### config.mk
export PLATFORM = sky130hd
export DESIGN_NAME = inst_fetch_flat
export DESIGN_NICKNAME = d
export VERILOG_FILES = /design/src/rtl/inst_fetch_pkg.sv /design/src/rtl/inst_fetch_if.sv /design/src/rtl/inst_fetch.sv /design/src/flat_wrapper.sv
export SDC_FILE = /design/constraint.sdc
export NUM_CORES = 1
export LEC_CHECK = 0
export BUFFER_PORTS_ARGS = -buffer_cell sky130_fd_sc_hd__buf_2
export CORE_MARGIN = 5
export CORE_UTILIZATION = 40
export DETAILED_ROUTE_END_ITERATION = 6
export GPL_ROUTABILITY_DRIVEN = 0
export SKIP_CTS_REPAIR_TIMING = 1
export SLEW_MARGIN = 30
export SYNTH_ARGS = -nofsm -noshare
export SYNTH_HDL_FRONTEND = slang
export SYNTH_SLANG_ARGS = --single-unit
### constraint.sdc
create_clock -name clk -period 12.42 [get_ports clk]
set_input_delay 2.484 -clock clk [delete_from_list [all_inputs] [get_ports clk]]
set_output_delay 2.484 -clock clk [all_outputs]
set_load 0.01 [all_outputs]
### src/rtl/inst_fetch_pkg.sv
// Shared core definitions for the fetch stage and the decoder that follows it.
// Contents: the fetch FSM state encoding, the NOP word and the default reset PC,
// the base-ISA major opcodes, and a helper that word-aligns an address.
package inst_fetch_pkg;

    typedef enum logic [1:0] {
        ST_FETCH = 2'b00,
        ST_HOLD  = 2'b01,
        ST_FLUSH = 2'b10
    } fetch_state_t;

    localparam logic [31:0] NOP_WORD         = 32'h0000_0013;  // addi x0,x0,0
    localparam logic [31:0] DEFAULT_RESET_PC = 32'h0000_0000;

    localparam logic [6:0] OPC_LOAD   = 7'b0000011;
    localparam logic [6:0] OPC_OP_IMM = 7'b0010011;
    localparam logic [6:0] OPC_AUIPC  = 7'b0010111;
    localparam logic [6:0] OPC_STORE  = 7'b0100011;
    localparam logic [6:0] OPC_OP     = 7'b0110011;
    localparam logic [6:0] OPC_LUI    = 7'b0110111;
    localparam logic [6:0] OPC_BRANCH = 7'b1100011;
    localparam logic [6:0] OPC_JALR   = 7'b1100111;
    localparam logic [6:0] OPC_JAL    = 7'b1101111;
    localparam logic [6:0] OPC_SYSTEM = 7'b1110011;

    function automatic logic [31:0] word_align(input logic [31:0] addr);
        return {addr[31:2], 2'b00};
    endfunction

endpackage

### src/rtl/inst_fetch_if.sv
// Instruction memory read port: single-word reads with a req/ready handshake.
//   req   : read request (fetch -> memory)
//   addr  : word address, bits [1:0] always 00 (fetch -> memory)
//   ready : read completes this cycle, rdata valid (memory -> fetch)
//   rdata : instruction word (memory -> fetch)
// The master modport is the fetch stage; the slave modport is the memory.
interface inst_fetch_if;

    logic        req;
    logic [31:0] addr;
    logic        ready;
    logic [31:0] rdata;

    modport master (
        output req,
        output addr,
        input  ready,
        input  rdata
    );

    modport slave (
        input  req,
        input  addr,
        output ready,
        output rdata
    );

endinterface

### src/rtl/inst_fetch.sv
// Instruction fetch stage. Holds the PC, issues single-word reads on the
// instruction memory port and registers the returned word for the decoder.
// Redirects (branch/jump/IRQ) are accepted in any state, including while a
// read is in flight; the in-flight response is then drained and dropped.
//
// Ports:
//   clk, rst     : clock, asynchronous active-high reset
//   mem          : instruction memory read port (master side)
//   inst         : registered instruction word (NOP_INST when not valid)
//   inst_pc      : PC of inst
//   inst_valid   : inst/inst_pc hold a live instruction
//   next         : decoder accepts the current instruction
//   redirect     : load redirect_pc and discard held/in-flight instruction
//   redirect_pc  : redirect target; low two bits are dropped
//   misalign     : one-cycle pulse, accepted redirect_pc was not word aligned
//
// state    | meaning
// ---------+-------------------------------------------------------------
// ST_FETCH | read of pc requested, waiting for mem.ready
// ST_HOLD  | word held on inst, waiting for next or redirect
// ST_FLUSH | redirected while a read was in flight; draining the stale read
module inst_fetch
    import inst_fetch_pkg::*;
#(
    parameter logic [31:0] RESET_PC = DEFAULT_RESET_PC,
    parameter logic [31:0] NOP_INST = NOP_WORD
) (
    input  logic                clk,
    input  logic                rst,
    inst_fetch_if.master        mem,
    output logic [31:0]         inst,
    output logic [31:0]         inst_pc,
    output logic                inst_valid,
    input  logic                next,
    input  logic                redirect,
    input  logic [31:0]         redirect_pc,
    output logic                misalign
);

    fetch_state_t state, state_n;

    logic [31:0] pc, pc_n;
    logic [31:0] req_addr, req_addr_n;
    logic        mem_req_q, mem_req_n;
    logic [31:0] inst_n;
    logic [31:0] inst_pc_n;
    logic        inst_valid_n;
    logic        misalign_n;
    logic        mem_done;
    logic [31:0] target_pc;

    // mem_req and mem_addr come straight from flops so the memory never sees
    // a combinational path back from its own ready.
    assign mem.req  = mem_req_q;
    assign mem.addr = req_addr;

    // A ready is only meaningful against a request we actually issued; the
    // first cycle after reset has mem_req low.
    assign mem_done  = mem_req_q & mem.ready;
    assign target_pc = word_align(redirect_pc);

    always_ff @(posedge clk or posedge rst) begin
        if (rst) begin
            state <= ST_FETCH;
        end else begin
            state <= state_n;
        end
    end

    always_comb begin
        state_n      = state;
        pc_n         = pc;
        req_addr_n   = req_addr;
        inst_n       = inst;
        inst_pc_n    = inst_pc;
        inst_valid_n = inst_valid;

        case (state)
            ST_FETCH: begin
                if (redirect) begin
                    pc_n = target_pc;
                    // Outstanding read with no response yet must be drained.
                    if (mem_req_q && !mem.ready) begin
                        state_n = ST_FLUSH;
                    end
                end else if (mem_done) begin
                    inst_n       = mem.rdata;
                    inst_pc_n    = pc;
                    inst_valid_n = 1'b1;
                    state_n      = ST_HOLD;
                end
            end
            ST_HOLD: begin
                if (redirect) begin
                    pc_n         = target_pc;
                    inst_n       = NOP_INST;
                    inst_valid_n = 1'b0;
                    state_n      = ST_FETCH;
                end else if (next) begin
                    pc_n         = pc + 32'd4;
                    inst_n       = NOP_INST;
                    inst_valid_n = 1'b0;
                    state_n      = ST_FETCH;
                end
            end
            ST_FLUSH: begin
                if (redirect) begin
                    pc_n = target_pc;
                end
                if (mem_done) begin
                    state_n = ST_FETCH;
                end
            end
            default: begin
                state_n = ST_FETCH;
            end
        endcase

        // In FLUSH the bus must keep presenting the stale address until its
        // response arrives, so req_addr only follows pc when entering FETCH.
        if (state_n == ST_FETCH) begin
            req_addr_n = pc_n;
        end

        mem_req_n  = (state_n != ST_HOLD);
        misalign_n = redirect & (redirect_pc[1:0] != 2'b00);
    end

    always_ff @(posedge clk or posedge rst) begin
        if (rst) begin
            pc         <= RESET_PC;
            req_addr   <= RESET_PC;
            mem_req_q  <= 1'b0;
            inst       <= NOP_INST;
            inst_pc    <= RESET_PC;
            inst_valid <= 1'b0;
            misalign   <= 1'b0;
        end else begin
            pc         <= pc_n;
            req_addr   <= req_addr_n;
            mem_req_q  <= mem_req_n;
            inst       <= inst_n;
            inst_pc    <= inst_pc_n;
            inst_valid <= inst_valid_n;
            misalign   <= misalign_n;
        end
    end

endmodule

### src/flat_wrapper.sv
// flat-port wrapper written by rule: the top's interface ports become plain ports
module inst_fetch_flat import inst_fetch_pkg::*;
#(
    parameter logic [31:0] RESET_PC = DEFAULT_RESET_PC,
    parameter logic [31:0] NOP_INST = NOP_WORD
)
  (clk, rst, inst, inst_pc, inst_valid, next, redirect, redirect_pc, misalign, mem_req, mem_addr, mem_ready, mem_rdata);
  inst_fetch_if mem_i ();
  input  logic clk;
  input  logic rst;
  output logic [31:0] inst;
  output logic [31:0] inst_pc;
  output logic inst_valid;
  input  logic next;
  input  logic redirect;
  input  logic [31:0] redirect_pc;
  output logic misalign;
  output wire logic [$bits(mem_i.req)-1:0] mem_req;
  output wire logic [$bits(mem_i.addr)-1:0] mem_addr;
  input wire logic [$bits(mem_i.ready)-1:0] mem_ready;
  input wire logic [$bits(mem_i.rdata)-1:0] mem_rdata;
  assign mem_req = mem_i.req;
  assign mem_addr = mem_i.addr;
  assign mem_i.ready = mem_ready;
  assign mem_i.rdata = mem_rdata;
  inst_fetch #(.RESET_PC(RESET_PC), .NOP_INST(NOP_INST)) u_core (.clk(clk), .rst(rst), .mem(mem_i), .inst(inst), .inst_pc(inst_pc), .inst_valid(inst_valid), .next(next), .redirect(redirect), .redirect_pc(redirect_pc), .misalign(misalign));
endmodule
==> results.py, run 1 <==
metrics = {
    "synth": {
        "synth_area_per_cell_sq_um": 10.3,
        "ys_seq_area_share_pct": 55.9,
        "synth_warnings": 0,
        "async_reset_ff_share_pct": 100,
        "yosysTopAreaCell": "dfrtp_1",
        "syn_area_sq_um": 5960,
        "synthCells": 579,
        "netlist_top_cells_count": "dfrtp_1 (130), nand2_1 (118), clkbuf_1 (33)",
        "synth_fp_nets": 649,
        "synth_flop_cell": "dfrtp_1",
        "ys_ff_latch": 133,
        "yosysUniqueCellTypes": 56,
        "synth_top_area_share_pct": 54.6,
        "synth_most_common_cell": "dfrtp_1",
        "synth_edf_count": 0,
        "synth.area.top_cells": "dfrtp_1 (55%), nand2_1 (7.4%), mux2_2 (4.9%)",
    },
    "sta": {
        "fin_skew_ps": 9.99,
        "setup_viol_count_final": 0,
        "fin_crit_sh_pct": 37.8,
        "hold_viol_final": 0,
        "fmax_ghz": 0.213,
        "fin_crit_ps": 4700,
        "slew_violations": 0,
        "rsz0062_at_grt": "false",
        "tns_ps": 0,
        "tightest_slew_ps": 927,
        "slew_headroom_pct": 38.2,
    },
    "final_layout": {
        "num-fill-cells": 1346,
        "antenna_cells": 0,
        "post-route-util_pct": 51.8,
        "fin_nets": 802,
        "syn2layout_area_growth_pct": 26.8,
        "drive_gt1_share_pct": 32.9,
        "final_cell_area_sq_um": 7560,
    },
    "floorplan": {
        "boundaryPins": 168,
        "initial_core_util_pct": 40.8,
        "die_y_um": 132,
        "die_w_um": 132,
        "coreArea_sq_um": 14600,
        "rows": 44,
        "design.die.area_sq_um": 17400,
    },
    "global_route": {
        "grt_pass1_vias": 5106,
        "grt.total_usage_pct": 20.5,
        "grt_overflow": 0,
        "antenna_found_initial": 0,
        "grt_pass1_wl_um": 28600,
        "grt_max_degree": 87,
    },
    "routing": {
        "drt-total-wl_um": 18100,
        "viasPerCell": 5.60,
        "vias": 5200,
        "wire_per_inst_um": 19.4,
        "ant_nets": 0,
        "drt-pass1-iter-count": 5,
        "drt_iter0_markers": 501,
        "drc": 0,
    },
    "clock_network": {
        "tritoncts": "built",
        "numCtsBuffers": 17,
        "clock_latency_ps": 420,
        "path_clk_slew_ps": 60,
        "cts_buffer_depth": 2,
        "htreeDepth": 4,
        "root_buffer": "clkbuf_16",
        "clock-sinks": 133,
    },
    "critical_path": {
        "critical_path.endpoint_type": "flip-flop",
        "crit_family": "buffers and inverters",
        "r2r_start": "u_core.state[1]",
        "worstPathRequired_ps": 12770,
        "path_class": "in -> reg",
        "crit_path_top_delay_cell": "a21o_1",
        "rr_endpoint": "u_core.mem.addr[24]",
        "cp_data_arrival_time_ps": 5050,
        "crit_fanout": 32,
        "crit_chain": "buf_2 -> clkinv_1 -> nand2b_1 -> a21o_1 -> a22o_1",
        "start_kind": "input pin",
        "regToRegSetupSlack_ps": 9620,
        "ff2ff_path_depth": 5,
        "critPathLaunch": "redirect",
        "crit_buf_inv": 2,
        "slowest_delay_ps": 760,
    },
    "pwr": {
        "peakVddDrop_v": 0.0000985,
        "power_w": 0.00153,
        "p_per_area_nw_per_um2": 202,
        "power.leakage_nw": 3.59,
    },
    "placement": {
        "dp_hpwl_um": 12800,
        "dpl_cell_area_sq_um": 6930,
        "io_buffers": 167,
    },
    "min_path": {
        "min-delay-start": "u_core.pc[0]",
        "hold_class": "reg -> reg",
        "whs_path_depth": 2,
        "hold_end": "u_core.inst_pc[0]",
    },
    "outcome": {
        "outcome": "completed",
    },
    "job": {
        "maxCapViolations": 0,
    },
}
-- per-stage QoR --
stage,hold WS [ps],setup WS [ps],cells
final,463,7720,929
after global routing,491,7590,929
after CTS,474,7830,929
after detailed placement,456,7370,897
after global placement,456,7420,897
after floorplan,430,6390,579
-- worst max-delay path by stage --
stage / end / depth (start not counted)
after floorplan: u_core.inst[10] / 1
after global placement: u_core.inst_valid / 6
after detailed placement: u_core.inst[25] / 5
after CTS: u_core.inst[25] / 5
after global routing: u_core.inst[21] / 5
final: u_core.inst[25] / 5
-- cell type report --
class / count / area, sq um / area share [%]
Clock buffer: 20 / 447 / 5.91
Clock inverter: 12 / 179 / 2.37
Inverter: 8 / 35.0 / 0.464
Multi-Input combinational cell: 400 / 2460 / 32.6
Sequential cell: 133 / 3330 / 44.1
Tap cell: 184 / 230 / 3.05
Timing Repair Buffer: 172 / 873 / 11.6
-- tightest hold or removal path, cell delays in order (launching register included) --
cell and delay, ps:
dfrtp_1 340, nand2_1 50, nand2_1 50
-- cell usage in the layout (no fill, tap or decap), types with 3 or more instances in the layout --
cell,netlist,layout
a211o_1,3,3
a211oi_1,7,7
a21oi_1,19,19
a22o_1,30,30
a22oi_1,3,3
a311oi_1,4,4
a31oi_1,5,5
and2_1,8,8
and3_1,6,6
and4_1,4,4
buf_2,3,167
buf_4,0,5
bufinv_16,0,4
clkbuf_16,0,17
clkinvlp_4,0,3
dfrtp_1,130,130
dfstp_2,3,3
inv_1,7,6
inv_6,0,3
mux2_2,26,26
mux2i_1,3,3
nand2_1,118,118
nand2b_1,5,5
nand3_1,14,14
nand4_1,6,6
nor2_1,24,22
nor3_1,15,15
nor4_1,10,10
o21ai_0,19,19
o22a_1,3,3
o22ai_1,12,12
o31ai_1,8,8
o32ai_1,5,5
or2_2,5,5
or3_1,7,7
or4_1,3,3
-- logic make-up after synthesis --
group / after synthesis / share of synthesized area, %
AOI/OAI and AO/OA: 134 / 16.2
muxes: 29 / 5.42
adders and majority gates: 1 / 0.210
and+or+nand+nor: 233 / 18.9
xor gates and xnor gates: 3 / 0.441
DFF: 133 / 55.9
buffers and inverters: 46 / 2.96
-- registers in the layout, indices dropped and copies added (netlist names) --
signal             cells
u_core.inst_pc        32
u_core.misalign        1
u_core.inst           32
u_core.mem.addr       32
u_core.inst_valid      1
u_core.state           2
u_core.pc             32
u_core.mem.req         1
-- power breakdown --
group / internal [W] / switching (W)
Combinational: 0.000160 / 0.000208
Clock: 0.000342 / 0.000190
Sequential: 0.000545 / 0.0000820
-- layer usage --
metal,global-route usage (%),routed length (um),vias up
met1,29.2,7940,2508
met2,30.3,8300,248
li1,-,-,2423
met3,5.65,1530,21
met5,0,0,-
met4,6.40,296,0
No activity file was read; power rests on OpenSTA's default activity.
==> run 2: changes to the inputs <==
clock period = 4.65 ns   (was 12.42 ns; I/O delays follow)
==> run 2 against run 1 <==
Cell count increased by 0.22%; critical path type unchanged; first-iteration DRC count increased by 6.6%; combinational power increased to 2.7 times the previous value; sequential share of layout area increased by 0.17 points.
==> results.py, run 2 (same netlist as run 1, synthesis figures left out) <==
metrics = {
    "routing": {
        "vias": 5193,
        "viasPerCell": 5.58,
        "drt-pass1-iter-count": 5,
        "drc": 0,
        "drt-total-wl_um": 18200,
        "drt_iter0_markers": 534,
        "wire_per_inst_um": 19.6,
        "ant_nets": 0,
    },
    "global_route": {
        "grt_pass1_wl_um": 29500,
        "grt_pass1_vias": 5267,
        "grt_max_degree": 78,
        "antenna_found_initial": 0,
        "grt.total_usage_pct": 21.1,
        "grt_overflow": 0,
    },
    "floorplan": {
        "design.die.area_sq_um": 17400,
        "rows": 44,
        "initial_core_util_pct": 40.8,
        "die_y_um": 132,
        "die_w_um": 132,
        "boundaryPins": 168,
        "coreArea_sq_um": 14600,
    },
    "sta": {
        "rsz0062_at_grt": "false",
        "fin_skew_ps": 11.0,
        "tightest_slew_ps": 921,
        "hold_viol_final": 0,
        "fmax_ghz": 0.327,
        "fin_crit_sh_pct": 65.7,
        "tns_ps": 0,
        "final.setup.worst_slack_ps": 1590,
        "fin_crit_ps": 3060,
        "slew_violations": 0,
        "setup_viol_count_final": 0,
        "slew_headroom_pct": 38.1,
    },
    "min_path": {
        "whs_path_depth": 2,
        "hold_class": "reg -> reg",
        "min-delay-start": "u_core.pc[1]",
        "hold_end": "u_core.inst_pc[1]",
    },
    "job": {
        "maxCapViolations": 0,
    },
    "critical_path": {
        "critical_path.endpoint_type": "flip-flop",
        "crit_path_top_delay_cell": "clkinv_1",
        "cp_data_arrival_time_ps": 3420,
        "r2r_start": "u_core.state[1]",
        "rr_endpoint": "u_core.mem.addr[30]",
        "worstPathRequired_ps": 5010,
        "path_class": "in -> reg",
        "crit_chain": "buf_2 -> clkinv_1 -> nor2_1 -> a311oi_1 -> nor3_1 -> mux2_2",
        "crit_fanout": 32,
        "regToRegSetupSlack_ps": 1890,
        "ff2ff_path_depth": 5,
        "slowest_delay_ps": 710,
        "start_kind": "input pin",
    },
    "final_layout": {
        "final_cell_mix": "buf_2 (167), dfrtp_1 (130), nand2_1 (118)",
        "final_cell_area_sq_um": 7530,
        "antenna_cells": 0,
        "final_common_cell": "buf_2",
        "fin_nets": 804,
        "syn2layout_area_growth_pct": 26.3,
        "drive_gt1_share_pct": 33.3,
        "num-fill-cells": 1402,
    },
    "placement": {
        "io_buffers": 167,
        "place_ws_ps": 1120,
        "dpl_cell_area_sq_um": 6940,
        "dp_hpwl_um": 13200,
    },
    "clock_network": {
        "path_clk_slew_ps": 60,
        "numCtsBuffers": 17,
        "clock_latency_ps": 420,
        "cts_buffer_depth": 2,
        "clock-sinks": 133,
        "tritoncts": "built",
        "htreeDepth": 4,
        "root_buffer": "clkbuf_16",
    },
    "pwr": {
        "p_per_area_nw_per_um2": 529,
        "peakVddDrop_v": 0.000312,
        "power.leakage_nw": 3.58,
    },
    "outcome": {
        "outcome": "completed",
    },
}
-- run 2: worst max-delay path, delay by kind of cell --
family | cells | cell delay, ps
compound gates | 1 | 120
simple gates | 2 | 940
buf+inv | 2 | 1220
mux | 1 | 180
-- run 2: stage by stage --
step                      util (%)  total power, W  hold slack [ps]  std cells
after floorplan                  -         0.00222              430        579
after global placement        47.6         0.00266              447        899
after detailed placement      47.6         0.00269              451        899
after CTS                     51.6         0.00402              467        931
after global routing          51.6         0.00420              505        931
final                         51.6         0.00398              461        931
-- run 2: worst max-delay path by stage --
stage | end | from
after floorplan | u_core.inst[10] | rst
after global placement | u_core.inst_valid | redirect
after CTS | u_core.inst[26] | redirect
after global routing | u_core.mem.addr[16] | redirect
after detailed placement | u_core.inst[2] | redirect
final | u_core.mem.addr[16] | redirect
-- run 2: power by group --
group	leakage, nW	total [W]	internal [W]	switching (W)
clock	0.281	0.00132	0.000794	0.000522
combinational	1.70	0.000984	0.000429	0.000555
sequential	1.60	0.00168	0.00146	0.000223
total	3.58	0.00398	0.00268	0.00130
-- run 2: routing by layer --
metal	up-vias	wire length (um)	track usage [%]
met5	-	0	0
met4	0	321	6.11
met3	33	1520	6.68
met2	209	8320	31.6
met1	2526	8070	29.4
li1	2425	-	-
-- run 2: layout make-up --
cell class,count,area [sq um],share of cell area (%)
sequential,133,3330,44.3
multi-input combinational,400,2460,32.7
timing repair buffer,174,888,11.8
clock buffer,18,429,5.70
tap,184,230,3.06
clock inverter,14,151,2.01
inverter,8,35.0,0.465
==> run 3: changes to the inputs <==
ABC_AREA = 1   (was default)
PLACE_DENSITY = 0.66   (was default)
clock period = 2.8 ns   (was 4.65 ns; I/O delays follow)
==> run 3 against run 2 <==
Non-clock buffer count rose by 8; worst hold slack worse by 440 ps; setup slack lost 1000 ps; synthesized cell count is 32% higher; register-to-register slack got worse by 1300 ps; largest cell class unchanged; cell count rose by 24%; sequential cell count stayed put.
==> results.py, run 3 <==
metrics = {
    "synth": {
        "async_reset_ff_share_pct": 100,
        "synth.area.mux_share_pct": 0,
        "netlist_top_cells_count": "nand2_1 (248), dfrtp_1 (130), inv_1 (73)",
        "yosys.area_share.simple_pct": 27.3,
        "synth.area.top_cells": "dfrtp_1 (52%), nand2_1 (15%), nand3_1 (4.4%)",
        "synth_edf_count": 0,
        "synth_top_area_share_pct": 51.7,
        "synth_top_family_by_area": "simple AND/OR/NAND/NOR gates",
        "yosysTopAreaCell": "dfrtp_1",
        "synth_compound_area_share_pct": 11.7,
        "yosysUniqueCellTypes": 36,
        "ys_seq_area_share_pct": 52.9,
        "synthCells": 763,
        "synth_fp_nets": 833,
        "syn_area_sq_um": 6300,
        "synth_flop_cell": "dfrtp_1",
        "synth_warnings": 0,
        "ys_ff_latch": 133,
        "synth_xor_area_share_pct": 0.278,
        "synth_fa_ha_area_share_pct": 0.199,
        "synth_most_common_cell": "nand2_1",
        "synth_area_per_cell_sq_um": 8.25,
    },
    "floorplan": {
        "coreArea_sq_um": 15300,
        "design.die.area_sq_um": 18400,
        "rows": 45,
        "initial_core_util_pct": 41.1,
        "die_w_um": 135,
        "die_y_um": 135,
        "boundaryPins": 168,
    },
    "critical_path": {
        "path_class": "reg -> reg",
        "start_kind": "flip-flop",
        "critical_path.endpoint_type": "flip-flop",
        "worstPathRequired_ps": 3090,
        "crit_fanout": 34,
        "cp_data_arrival_time_ps": 2520,
    },
    "min_path": {
        "hold_class": "in -> async",
    },
    "routing": {
        "drt-pass1-iter-count": 5,
        "vias": 5873,
        "met1Wirelength_um": 8590,
        "wl_met2_um": 7700,
        "ant_nets": 0,
        "drt_iter0_markers": 569,
        "viasPerCell": 5.08,
        "drt-total-wl_um": 18300,
        "drc": 0,
        "top_layer_used": "met4",
        "dr_wl_met3_um": 1660,
        "wire_per_inst_um": 15.9,
    },
    "job": {
        "maxCapViolations": 0,
    },
    "sta": {
        "rsz0062_at_grt": "false",
        "fin_crit_ps": 2220,
        "fmax_ghz": 0.450,
        "slew_headroom_pct": 56.2,
        "fin_crit_sh_pct": 79.4,
        "setup_viol_count_final": 0,
        "slew_violations": 0,
        "final.setup.worst_slack_ps": 577,
        "tns_ps": 0,
        "fin_skew_ps": 6.36,
        "tightest_slew_ps": 657,
        "hold_viol_final": 0,
    },
    "pwr": {
        "peakVddDrop_v": 0.000555,
        "p_per_area_nw_per_um2": 1190,
        "power.leakage_nw": 4.20,
    },
    "placement": {
        "dp_hpwl_um": 13600,
        "place_ws_ps": 541,
        "io_buffers": 167,
    },
    "clock_network": {
        "htreeDepth": 4,
        "cts_buffer_depth": 2,
        "tritoncts": "built",
        "clock_latency_ps": 420,
        "root_buffer": "clkbuf_16",
        "path_clk_slew_ps": 60,
        "clock-sinks": 133,
        "numCtsBuffers": 17,
    },
    "final_layout": {
        "drive_gt1_share_pct": 24.9,
        "fin_nets": 1001,
        "final_common_cell": "nand2_1",
        "final_cell_mix": "nand2_1 (248), buf_2 (167), dfrtp_1 (130)",
        "syn2layout_area_growth_pct": 25.7,
        "antenna_cells": 0,
    },
    "global_route": {
        "grt_pass1_wl_um": 28900,
        "antenna_found_initial": 0,
        "grt_overflow": 0,
        "grt_max_degree": 55,
        "grt.total_usage_pct": 20.0,
        "grt_pass1_vias": 5469,
    },
    "outcome": {
        "outcome": "completed",
    },
}
run 3: changes by cell type after synthesis, sizes merged, moves of 26 or more:
cell   delta
nand2   +130
inv      +72
nor2     +46
nand3    +42
mux2     -26
run 3: report_power, final:
group | internal [W] | switching (W) | leakage, nW
registers | 0.00280 | 0.000622 | 1.62
logic | 0.00142 | 0.00245 | 2.30
clock network | 0.00130 | 0.000832 | 0.271
run 3: layout make-up:
cell class              instances  area, sq um
clock buffers                  18          429
clock inverters                14          138
fillers                      1522         7400
inverters                      80          309
multi-input cells             517         2490
flip-flops and latches        133         3330
well taps                     211          264
repair buffers                182          961
run 3: worst paths after layout:
| kind | start | to | slack [ps] | depth (start not counted) |
|---|---|---|---|---|
| worst max register to register | u_core.state[0] | u_core.mem.addr[6] | 580 | 11 |
| worst max-delay path | u_core.state[0] | u_core.mem.addr[6] | 580 | 11 |
| worst min-delay path | rst | u_core.inst_pc[29] | 20 | 2 |
| worst min register to register | u_core.inst_pc[14] | u_core.inst_pc[14] | 470 | 2 |
| max in group asynchronous | rst | u_core.mem.addr[3] | 1940 | 3 |
| min in group clk | redirect_pc[0] | u_core.misalign | 350 | 3 |
run 3: logic make-up after synthesis:
logic type,count (synthesis)
XOR/XNOR,2
buffers and inverters,113
adder cells (fa/ha/maj),1
AO/OA/AOI/OAI,110
AND/OR/NAND/NOR,404
flip-flops,133
run 3: critical path, stage by stage (launching register included):
cell,delay (ps)
dfrtp_1,470
inv_4,120
nor2_8,250
nand3_2,120
nand4_2,120
nor2_4,80
nor2_4,100
inv_2,60
nor2_4,360
inv_4,230
nand2_1,100
o21ai_1,70
run 3: stage by stage:
stage	std cells	hold WS [ps]	cell area, sq um	util [%]	total power, W
3_3_place_gp	1123	451	7350	48.0	0.00727
5_1_grt	1155	19.6	7920	51.7	0.0102
6_report	1155	24.2	7920	51.7	0.00942
3_5_place_dp	1123	454	7350	48.0	0.00733
2_1_floorplan	763	481	6300	-	0.00594
4_1_cts	1155	15.1	7920	51.7	0.00950
run 3: per-layer routing:
layer	vias up	track usage (%)
li1	2842	-
met1	2732	29.2
met2	271	28.9
met3	28	5.09
met4	0	6.66
met5	-	0
